## src/rtl/program_loader.sv

```systemverilog
// Loads a length-prefixed little-endian program image into instruction memory and holds the core in reset until the load finishes.
// Optional trailing XOR checksum byte is enabled by defining LOADER_CHECKSUM_EN.
module program_loader #(
    parameter int DATA_WIDTH         = 32,
    parameter int ADDRESS_WIDTH      = 32,
    parameter int ADDRESS_REAL_WIDTH = 12,
    parameter logic [ADDRESS_WIDTH-1:0] BASE_ADDR = '0
) (
    input  logic                          clk,
    input  logic                          rst,
    input  logic [7:0]                    in_data,
    input  logic                          in_valid,
    output logic                          in_ready,
    output logic                          mem_we,
    output logic [ADDRESS_WIDTH-1:0]      mem_addr,
    output logic [DATA_WIDTH-1:0]         mem_wdata,
    output logic                          cpu_rst,
    output logic                          load_done,
    output logic                          load_err,
    output logic [ADDRESS_REAL_WIDTH-1:0] words_loaded
);

    localparam int MAXW = 2 ** (ADDRESS_REAL_WIDTH - 2);

    localparam logic [2:0] S_LEN  = 3'd0;
    localparam logic [2:0] S_DATA = 3'd1;
    localparam logic [2:0] S_DONE = 3'd3;
    localparam logic [2:0] S_ERR  = 3'd4;
`ifdef LOADER_CHECKSUM_EN
    localparam logic [2:0] S_CHK  = 3'd2;
    localparam logic [2:0] S_TAIL = S_CHK;
`else
    localparam logic [2:0] S_TAIL = S_DONE;
`endif

    logic [2:0]                    state;
    logic [1:0]                    byte_idx;
    logic [23:0]                   shreg;
    logic [ADDRESS_REAL_WIDTH-1:0] word_count;
    logic [31:0]                   assembled;
    logic                          accept;
    logic                          last_word;
`ifdef LOADER_CHECKSUM_EN
    logic [7:0]                    csum;
`endif

    assign accept    = in_valid & in_ready;
    assign assembled = {in_data, shreg};
    assign last_word = (words_loaded + ADDRESS_REAL_WIDTH'(1)) == word_count;

    assign in_ready  = !((state == S_DONE) || (state == S_ERR));
    assign load_done = (state == S_DONE);
    assign load_err  = (state == S_ERR);
    assign cpu_rst   = !load_done;

    // Bytes shift in from the top so that after three bytes the low 24 bits
    // hold them LSB first; the fourth byte completes the word directly.
    always_ff @(posedge clk) begin
        if (rst) begin
            state        <= S_LEN;
            byte_idx     <= 2'd0;
            shreg        <= '0;
            word_count   <= '0;
            mem_we       <= 1'b0;
            mem_addr     <= BASE_ADDR;
            mem_wdata    <= '0;
            words_loaded <= '0;
`ifdef LOADER_CHECKSUM_EN
            csum         <= 8'h00;
`endif
        end else begin
            mem_we <= 1'b0;
            if (mem_we) begin
                words_loaded <= words_loaded + ADDRESS_REAL_WIDTH'(1);
            end
            if (accept) begin
                case (state)
                    S_LEN: begin
                        byte_idx <= byte_idx + 2'd1;
                        shreg    <= {in_data, shreg[23:8]};
                        if (byte_idx == 2'd3) begin
                            word_count <= assembled[ADDRESS_REAL_WIDTH-1:0];
                            if (assembled > 32'(MAXW)) begin
                                state <= S_ERR;
                            end else if (assembled == 32'd0) begin
                                state <= S_TAIL;
                            end else begin
                                state <= S_DATA;
                            end
                        end
                    end
                    S_DATA: begin
                        byte_idx <= byte_idx + 2'd1;
                        shreg    <= {in_data, shreg[23:8]};
`ifdef LOADER_CHECKSUM_EN
                        csum     <= csum ^ in_data;
`endif
                        // words_loaded already counts every earlier write,
                        // since writes are at least four transfers apart.
                        if (byte_idx == 2'd3) begin
                            mem_we    <= 1'b1;
                            mem_wdata <= assembled;
                            mem_addr  <= BASE_ADDR + ADDRESS_WIDTH'({words_loaded, 2'b00});
                            if (last_word) begin
                                state <= S_TAIL;
                            end
                        end
                    end
`ifdef LOADER_CHECKSUM_EN
                    S_CHK: begin
                        state <= (in_data == csum) ? S_DONE : S_ERR;
                    end
`endif
                    default: begin
                    end
                endcase
            end
        end
    end

endmodule

```

## config.mk

```make
export PLATFORM = sky130hd
export DESIGN_NAME = program_loader
export DESIGN_NICKNAME = d
export VERILOG_FILES = /design/src/rtl/program_loader.sv
export SDC_FILE = /design/constraint.sdc
export NUM_CORES = 1
export LEC_CHECK = 0
export CORE_AREA = 2 2 94 96
export DETAILED_ROUTE_END_ITERATION = 12
export DIE_AREA = 0 0 96 98
export PLACE_DENSITY_LB_ADDON = 0.12
export SKIP_CTS_REPAIR_TIMING = 1
export SLEW_MARGIN = 20
export SYNTH_ARGS = -nofsm -noshare
export SYNTH_HDL_FRONTEND = slang
export SYNTH_SLANG_ARGS = --single-unit
```

## constraint.sdc

```tcl
create_clock -name clk -period 2.35 [get_ports clk]
set_input_delay 0.235 -clock clk [delete_from_list [all_inputs] [get_ports clk]]
set_output_delay 0.235 -clock clk [all_outputs]
set_load 0.005 [all_outputs]
```

Yosys cells after proc, flatten, opt, wreduce, memory -nomap -nowiden
Index checks and enable logic that the tools add are counted.
{"block": "classes", "order_cmp": 1, "eq_ne": 8, "addsub": 2, "reduce_logical": 12, "mux": 7, "bitwise_logic": 3}
{"operator": "32-bit by 11-bit > comparator with 1-bit output (second input constant)", "n": 1}
{"operator": "32-bit zero test", "n": 1}
{"operator": "12-bit by 1-bit adder with 12-bit output (second input constant)", "n": 1}
{"operator": "12-bit == test", "n": 1}
{"operator": "3-bit two-way mux", "n": 4}
{"operator": "2-bit != test (second input constant)", "n": 3}
{"operator": "3-bit one-hot mux with 2 select lines", "n": 1}
{"operator": "3-bit AND reduction", "n": 2}
{"operator": "5-bit AND reduction", "n": 1}
{"operator": "3-bit by 1-bit == test with 1-bit output (second input constant)", "n": 1}
{"operator": "3-bit by 2-bit == test with 1-bit output (second input constant)", "n": 1}
{"operator": "3-bit == test (second input constant)", "n": 1}
{"operator": "3-bit zero test", "n": 1}
{"operator": "3-bit OR reduction", "n": 1}
{"operator": "2-bit by 1-bit adder with 2-bit output (second input constant)", "n": 1}
{"operator": "2-bit == test (second input constant)", "n": 1}
{"operator": "1-bit zero test", "n": 2}
{"operator": "2-bit two-way mux", "n": 1}
{"operator": "1-bit NOT", "n": 2}
{"operator": "2-bit AND reduction", "n": 1}
{"operator": "2-bit nonzero test", "n": 1}
{"operator": "2-bit OR reduction", "n": 1}
{"operator": "1-bit AND", "n": 1}
{"operator": "1-bit logical OR", "n": 1}
{"operator": "1-bit two-way mux", "n": 1}
{"block": "word_totals", "inputBits": 11, "out_inout_bits": 81, "reg_bits": 98, "word_cells": 41}

Longest topological paths before layout
Gate-level depths: netlist of the first run.
{"block": "depth", "depth_word": 6, "mapped_depth": 7}

Worst setup path before layout of the first run
No wires, ideal clock.
{"block": "synth_timing", "kind": "register to register", "from": "register words_loaded[0]", "to": "register state[1]", "required_ns": 2.234, "period_less_slack_ns": 1.765, "stages_incl_launch_ff": 7, "setup_ns": 0.116, "path_slack_ns": 0.585, "path_buffers": 0, "arrival_time_ns": 1.649, "path_cell_list": "dfxtp_1 ha_1 and4_1 a31oi_1 o211ai_1 and4b_1 a41o_1"}
{"block": "synth_between", "elab_chain_cells": 4}
{"element": "from (decl)", "line_no": "20", "rtl": "output logic [ADDRESS_REAL_WIDTH-1:0] words_loaded"}
{"element": "from (signal assigned)", "line_no": "74", "rtl": "words_loaded <= words_loaded + ADDRESS_REAL_WIDTH'(1);"}
{"element": "12-bit by 1-bit adder with 12-bit output", "line_no": "49", "rtl": "assign last_word = (words_loaded + ADDRESS_REAL_WIDTH'(1)) == word_count;"}
{"element": "12-bit == test", "line_no": "49"}
{"element": "2-bit != test (no source line)"}
{"element": "5-bit AND reduction (no source line)"}
{"element": "to (signal assigned)", "line_no": "60", "rtl": "state <= S_LEN;"}
{"element": "to (signal assigned)", "line_no": "84", "rtl": "state <= S_ERR;"}
{"element": "to (signal assigned)", "line_no": "86", "rtl": "state <= S_TAIL;"}
{"element": "to (decl)", "line_no": "36", "rtl": "logic [2:0] state;"}
Every way passes these cells.
A chain may end at the register's enable or synchronous reset.

Worst setup path after layout of the first run
Same ends and word-level chain as after synthesis.

==> qor.csv, run 1 <==
metric;value;unit
Post-synth EDFFs;0;
latest clock arrival within the worst-skew pair;350;ps
final cell utilization of the core;59.3;%
peak supply drop;359;uV
number of fill cells in the layout;799;
setup TNS;0;ps
Synth area leaders;dfxtp_1 48%, nand2_1 14%, a21oi_1 8.7%;
startpoint types;flip-flop;
Main synth FF type;dfxtp_1;
total die area;0.00941;mm^2
Synth warnings;0;
number of distinct library cells after synthesis;41;
worst reg2reg setup slack;410;ps
final std cells w/o fill;678;
Comb pwr share;4.2;%
dominant cell type by area after synthesis;dfxtp_1;
cells after synthesis;508;
Reg power frac;58.3;%
Ports;92;
# setup viols final;0;
critical path required time;2590;ps
average instance area after synthesis;8.13;um^2
Tightest Pin Transition;579;ps
via/cell ratio;5.18;
clock skew;10.5;ps
Yosys reg bits;98;
drt drc;0;
CTS tree;done;
die extent in x;96;um
Rows;34;
P_leak;1.84;nW
IO buf count;71;
clk sink count;98;
Final nets;580;
sequential area share after synthesis;47.5;%
GRT Total Usage;20.5;%
switching power;0.000653;W
number of diodes;0;
clock root cell;clkbuf_8;
pwr dens;581;mW/mm^2
H-tree depth;3;
Vert. Die Dim;98;um
largest net degree at the start of global routing;58;
wire length of the first global-routing pass;15500;um
area growth from synthesis to layout;21.5;%
max-cap viol count;0;
DR WL/cell;13.8;um
HPWL after DPL;6470;um
final antenna-violating net count;0;
Tightest Hold Check Type;in2reg;
Clock power frac;37.5;%
outcome;complete, no violations;
Max Clk Rate;516;MHz
FFs w/ async S/R, synth;0;%
worst-path maximum fanout;7;
clock slew at reported path FFs;90;ps
Int Power;0.00226;W
critical path arrival;2180;ps
drt first pass iters;4;
CTS Buf Count;9;
layout cells sized above 1;5.79;%
final hold violations;0;
WL final;9360;um
Slew headroom;61.4;%
core area;0.00847;mm^2
starting DRC count in detailed routing;101;
dpl cells;664;
pre-CTS worst setup slack;307;ps
RSZ-0062 raised after global routing;no;
vias in the first global route;3237;
Switching Share;22.4;%
CTS Buffer Depth;2;
Initial Utilization;48.8;%
Worst Setup End Kind;flip-flop;
initial antenna violation count;0;
top post-synthesis cells by count;149 x nand2_1, 98 x dfxtp_1, 72 x a21oi_1;
synthesized area;0.00413;mm^2
routed vias;3515;
total congestion overflow;0;
setup ws final;413;ps
area fraction of the dominant cell type after synthesis;47.5;%
most numerous cell in the Yosys netlist;nand2_1;
Final min period;1940;ps
Slew Viols, Final;0;
Placer Congestion;0.808;
period utilization;82.4;%
worst setup path class;reg2reg;
==> cell type report <==
cell class              count  area (um^2)  area share [%]
repair buffers             82          788            15.7
multi-input cells         374         1930            38.5
flip-flops and latches     98         1960            39.1
clock buffers              12          155            3.09
inverters                   2         7.51           0.150
well taps                 108          135            2.69
clock inverters             2         37.5           0.748
==> cell usage in the layout (no fill, tap or decap), types with 2 or more instances in the layout <==
cell,Yosys,layout
nor2_1,33,33
a211oi_1,2,2
dfxtp_1,98,98
nand2_1,149,149
o21ai_0,2,2
xor2_1,15,15
nand4_1,5,5
and3_1,3,3
clkbuf_8,0,11
buf_4,28,11
and4_1,3,3
a31oi_1,2,2
o2111ai_1,2,2
conb_1,1,20
a21oi_1,72,72
nand3_1,8,7
nor3_1,3,3
ha_1,2,2
or3_1,2,2
xnor2_1,13,13
clkdlybuf4s50_1,0,70
nor4_1,6,6
nand3_2,1,2
mux2i_1,13,13
inv_1,2,2
nor2b_1,3,3
==> registers in the layout, indices dropped and copies added (netlist names) <==
signal        flops
state             3
mem_wdata        32
mem_we            1
word_count       12
byte_idx          2
mem_addr         12
shreg            24
words_loaded     12
==> stage by stage <==
stage	power (W)	hold WS [ps]	instance area [um^2]
after global routing	0.00303	271	5020
final	0.00291	259	5020
after floorplan	0.00183	371	4200
after detailed placement	0.00186	445	4820
after global placement	0.00186	441	4820
after CTS	0.00293	251	5020
==> worst paths after layout <==
kind              startpoint        endpoint  depth (start not counted)
max reg2reg  words_loaded[0]        state[1]                          6
min reg2reg     mem_addr[12]    mem_addr[12]                          2
max          words_loaded[0]        state[1]                          6
min                      rst  word_count[11]                          2
==> per-layer routing <==
layer	share of wire (%)	up-vias	global-route usage, %
li1	-	1751	-
met5	0	-	0
met2	50	83	34.1
met3	3.9	10	3.94
met4	1.1	0	6.26
met1	45	1671	26.6
==> cell families (layout without fill, tap and decap cells) <==
group	count (synthesis)	in the layout	share of synthesized area, %
XOR/XNOR	28	28	5.94
flip-flops	98	98	47.5
multiplexers	13	13	3.15
buffers and inverters	55	98	7.69
adder cells (fa/ha/maj)	2	2	0.606
AND/OR/NAND/NOR	225	225	23.5
AO/OA/AOI/OAI	86	86	11.5
other	1	20	0.0908
==> worst max-delay path: stages, from the launching register on <==
cell and delay, ps:
dfxtp_1 490, ha_1 320, and4_1 310, a31oi_1 110
o211ai_1 170, and4b_1 210, a41o_1 230
==> power by group through the flow <==
stage,registers [W],logic [W],clock network [W]
after floorplan,0.00173,0.000105,0
after global placement,0.00174,0.000121,0
after detailed placement,0.00174,0.000122,0
after CTS,0.00170,0.000123,0.00111
after global routing,0.00170,0.000139,0.00119
final,0.00170,0.000122,0.00109
Note: power is estimated with default switching activity, not from simulation.
==> inputs of run 2 (changes only) <==
- clock period: 2.35 -> 1.8 ns (I/O delays scaled with it)
==> run 2 against run 1 <==
Against the previous run: non-clock buffer count grew 25; highest routed layer unchanged; flip-flop and latch count unchanged; final cell count is 4.0% higher; sequential power grew 30%.
==> qor.csv, run 2 (synthesized netlist as in run 1, its figures left out) <==
metric;value;unit
origin of the worst min-delay path;rst;
drt drc;0;
Placer Congestion;0.864;
CTS tree;done;
Clock power frac;37.6;%
Worst Setup End Kind;flip-flop;
Hold Path Cell Cnt;2;
number of fill cells in the layout;792;
clock slew at reported path FFs;90;ps
Hold Slack;49.8;ps
P_leak;2.01;nW
multi-input logic area;0.00194;mm^2
# setup viols final;0;
max-cap viol count;0;
final hold violations;0;
area growth from synthesis to layout;27.2;%
peak supply drop;532;uV
Top reg by flops;mem_wdata;
DR WL/cell;13.4;um
largest registers;mem_wdata x32, shreg x24;
via/cell ratio;5.05;
dpl cells;689;
worst reg2reg setup slack;70;ps
pwr dens;733;mW/mm^2
switching power;0.000902;W
CTS Buffer Depth;2;
outcome;complete, no violations;
Ports;92;
R2R Path End;state[1];
total congestion overflow;0;
latest clock arrival within the worst-skew pair;350;ps
Comb pwr share;4.9;%
vias in the first global route;3461;
Rows;34;
Slew Viols, Final;0;
period utilization;96.2;%
initial antenna violation count;0;
Reg power frac;57.5;%
HPWL after DPL;6550;um
Worst Reg-to-Reg Cells;6;
Switching Share;23.4;%
IO buf count;71;
final std cells w/o fill;705;
Area after DPL;0.00504;mm^2
drt first pass iters;4;
register area;0.00196;mm^2
max reg flops;32;
GRT Total Usage;20.8;%
worst-path maximum fanout;5;
critical path arrival;1990;ps
startpoint types;flip-flop;
clock skew;8.17;ps
Max Clk Rate;578;MHz
H-tree depth;3;
total die area;0.00941;mm^2
WL final;9440;um
wire length of the first global-routing pass;15800;um
layout cells sized above 1;10.9;%
Final min period;1730;ps
clock root cell;clkbuf_8;
RR Startpoint;words_loaded[0];
final antenna-violating net count;0;
Initial Utilization;48.8;%
CTS Buf Count;9;
Worst Hold Path EP;mem_we;
Finished Cell Area;0.00525;mm^2
Vert. Die Dim;98;um
critical path required time;2060;ps
die extent in x;96;um
starting DRC count in detailed routing;138;
RSZ-0062 raised after global routing;no;
Tightest Hold Check Type;in2reg;
clk sink count;98;
routed vias;3562;
Int Power;0.00295;W
commonest non-fill, non-tap cell in the layout;nand2_1;
Final nets;605;
worst setup path class;reg2reg;
most frequent cells in the layout;149 x nand2_1, 96 x dfxtp_1, 72 x a21oi_1, 68 x clkdlybuf4s50_1, 34 x buf_4;
number of diodes;0;
core area;0.00847;mm^2
setup TNS;0;ps
largest net degree at the start of global routing;98;
## run 2: cell count changes in the layout (fill, tap and decap cells not counted), sizes merged
cell	before	now
buf	12	37
clkbuf	12	10
clkdlybuf4s50	70	68
clkinv	0	5
clkinvlp	1	0
dlymetal6s2s	0	2
## run 2: how the worst max path moves through the flow
| stage | start | endpoint | slack (ps) | cells after the start |
|---|---|---|---|---|
| finish | words_loaded[0] | state[1] | 70 | 6 |
| global route | words_loaded[0] | state[1] | 3 | 6 |
| CTS | state[1] | load_done | -80 | 4 |
| detailed placement | in_data[3] | state[1] | -150 | 6 |
| global placement | in_data[2] | state[1] | -120 | 6 |
| floorplan | words_loaded[0] | state[1] | 30 | 6 |
## run 2: cell type report
cell class              count  area share (%)
well taps                 108            2.57
flip-flops and latches     98            37.4
clock buffers              10            2.62
repair buffers            107            19.2
clock inverters             6            1.26
inverters                   2           0.143
multi-input cells         374            36.9
## run 2: metal layers
metal / up-vias / global-route usage [%] / share of wire [%] / wire (um)
li1: 1813 / - / - / -
met1: 1663 / 26.5 / 46 / 4330
met2: 71 / 34.4 / 49 / 4650
met3: 15 / 3.16 / 2.7 / 259
met4: 0 / 9.34 / 2.1 / 201
met5: - / 0 / 0 / 0
## run 2: power groups by stage
| stage | sequential, W | clock, W | combinational (W) |
|---|---|---|---|
| 2_1_floorplan | 0.00226 | 0 | 0.000137 |
| 3_3_place_gp | 0.00226 | 0 | 0.000185 |
| 3_5_place_dp | 0.00226 | 0 | 0.000187 |
| 4_1_cts | 0.00221 | 0.00147 | 0.000188 |
| 5_1_grt | 0.00222 | 0.00156 | 0.000207 |
| 6_report | 0.00221 | 0.00145 | 0.000187 |
## run 2: metrics by stage
stage | util, % | worst slack (ps) | total power (W)
after global placement | 59.5 | -121 | 0.00245
after floorplan | - | 35.0 | 0.00240
after detailed placement | 59.5 | -152 | 0.00245
after CTS | 61.9 | -82.8 | 0.00388
after global routing | 62.0 | 3.37 | 0.00398
final | 62.0 | 68.6 | 0.00385
## run 2: critical path: stages, from the launching register on
cell,delay [ps]
dfxtp_1,340
ha_1,210
and4_2,270
and4_1,190
o211ai_1,170
and4b_1,220
a41o_1,230
==> edit (settings of run 1) <==
The option `LOADER_CHECKSUM_EN` is turned on by a define.
--- a/src/rtl/program_loader.sv
+++ b/src/rtl/program_loader.sv
@@ -1,5 +1,7 @@
 // Loads a length-prefixed little-endian program image into instruction memory and holds the core in reset until the load finishes.
 // Optional trailing XOR checksum byte is enabled by defining LOADER_CHECKSUM_EN.
+`define LOADER_CHECKSUM_EN
+
 module program_loader #(
     parameter int DATA_WIDTH         = 32,
     parameter int ADDRESS_WIDTH      = 32,
Function: changed (a bounded check fails within 10 cycles, from zero or initial values and one cycle with rst high).
==> edit against run 1 <==
Worst setup slack got worse by 0.33 ns. Count of clock-buffer cells in the layout decreased by 2. Sequential cell count increased by 8. Via count increased by 13%. Wire length increased by 19%. Synthesized area increased by 12%. Cell area increased by 13%. Worst hold slack got worse by 0.048 ns. Largest cell class is now multi-input combinational cells. Critical path type unchanged.
Power is not compared: it rests on default switching activity, and its combinational part moved more than twofold at a synthesized area within 25%.
==> edit: results (changes against run 1) <==
status=completed; RD Place Congestion=0.932 (+15%); Worst EP arrival=2.56 ns (+0.38 ns); HPWL Detailed=7970 um (+23%); Reg clk slew, reported paths=0.11 ns (+0.02 ns); main area contributors after synthesis=dfxtp_1 46%, nand2_1 13%, a21oi_1 8.2%; drt initial violations=185 (+83%); xor/xnor cell area share of the yosys netlist=0.0699 (+0.0105); largest net degree at the start of global routing=77 (+33%); multiplexer share of the synthesized area=0.0281 (-0.00344); global-route wire length before repair=18,200 um (+18%); initial antenna violation count=0 (unchanged); Routed WL=11,100 um (+19%); fin nets=657 (+13%); Synth Area in Compound Gates=0.124 (+0.00877); Int Power=2.56 mW; H-tree depth=3 (unchanged); Non-Filler Instances=757 (+12%); post-synth cell types=52 (+27%); Fill cells=738 (-7.6%); Largest stage delay, worst path=0.55 ns (+0.06 ns); commonest cells in the netlist=157 x nand2_1, 106 x dfxtp_1, 76 x a21oi_1; placed cells=739 (+11%); Syn Inst Count=578 (+14%); critical path peak fanout=5 (-2); worst slew pin tran=0.518 ns (-0.0603 ns); vias in the first global route=3,739 (+16%); Adder-Cell Fraction of Synth Area=0.00540 (-0.000661); layout cells sized above 1=0.0832 (+0.0253); biggest regs=mem_wdata x32, shreg x24; Flop pwr share=0.547; register area share after synthesis=0.458 (-0.0172); leakage=2.12 nW; DR vias/cell=5.25 (+1.4%); Worst path slowest cell=or4b_4; DP Area=5410 um2 (+12%); Final Skew=0.0170 ns (+0.00651 ns); Clk power=1.19 mW; first drt pass iteration count=5 (+1); worst slack at placement=0.0903 ns (-0.217 ns); gr usage total=0.244 (+0.0393)
==> edit: final timing paths <==
| path | to | cells after the start | startpoint | slack (ns) |
|---|---|---|---|---|
| setup / recovery | state[1] | 7 | words_loaded[0] | 0.08 |
| hold / removal | csum[3] | 2 | rst | 0.21 |
| hold reg to reg | mem_wdata[26] | 2 | mem_wdata[26] | 0.46 |
| setup reg to reg | state[1] | 7 | words_loaded[0] | 0.08 |
==> edit: cell type report <==
| type | count | area, um2 | share of cell area |
|---|---|---|---|
| multi-input combinational | 431 | 2290 | 0.404 |
| sequential | 106 | 2130 | 0.376 |
| tap | 108 | 135 | 0.0239 |
| timing repair buffer | 95 | 898 | 0.159 |
| inverter | 1 | 3.75 | 0.000663 |
| clock inverter | 6 | 83.8 | 0.0148 |
| clock buffer | 10 | 128 | 0.0225 |
==> edit: layer usage <==
metal,vias to the layer above,track usage,share of wire
met1,1880,0.300,0.43
met2,83,0.431,0.53
met5,-,0,0
li1,2004,-,-
met4,0,0.0703,0.018
met3,11,0.0424,0.029
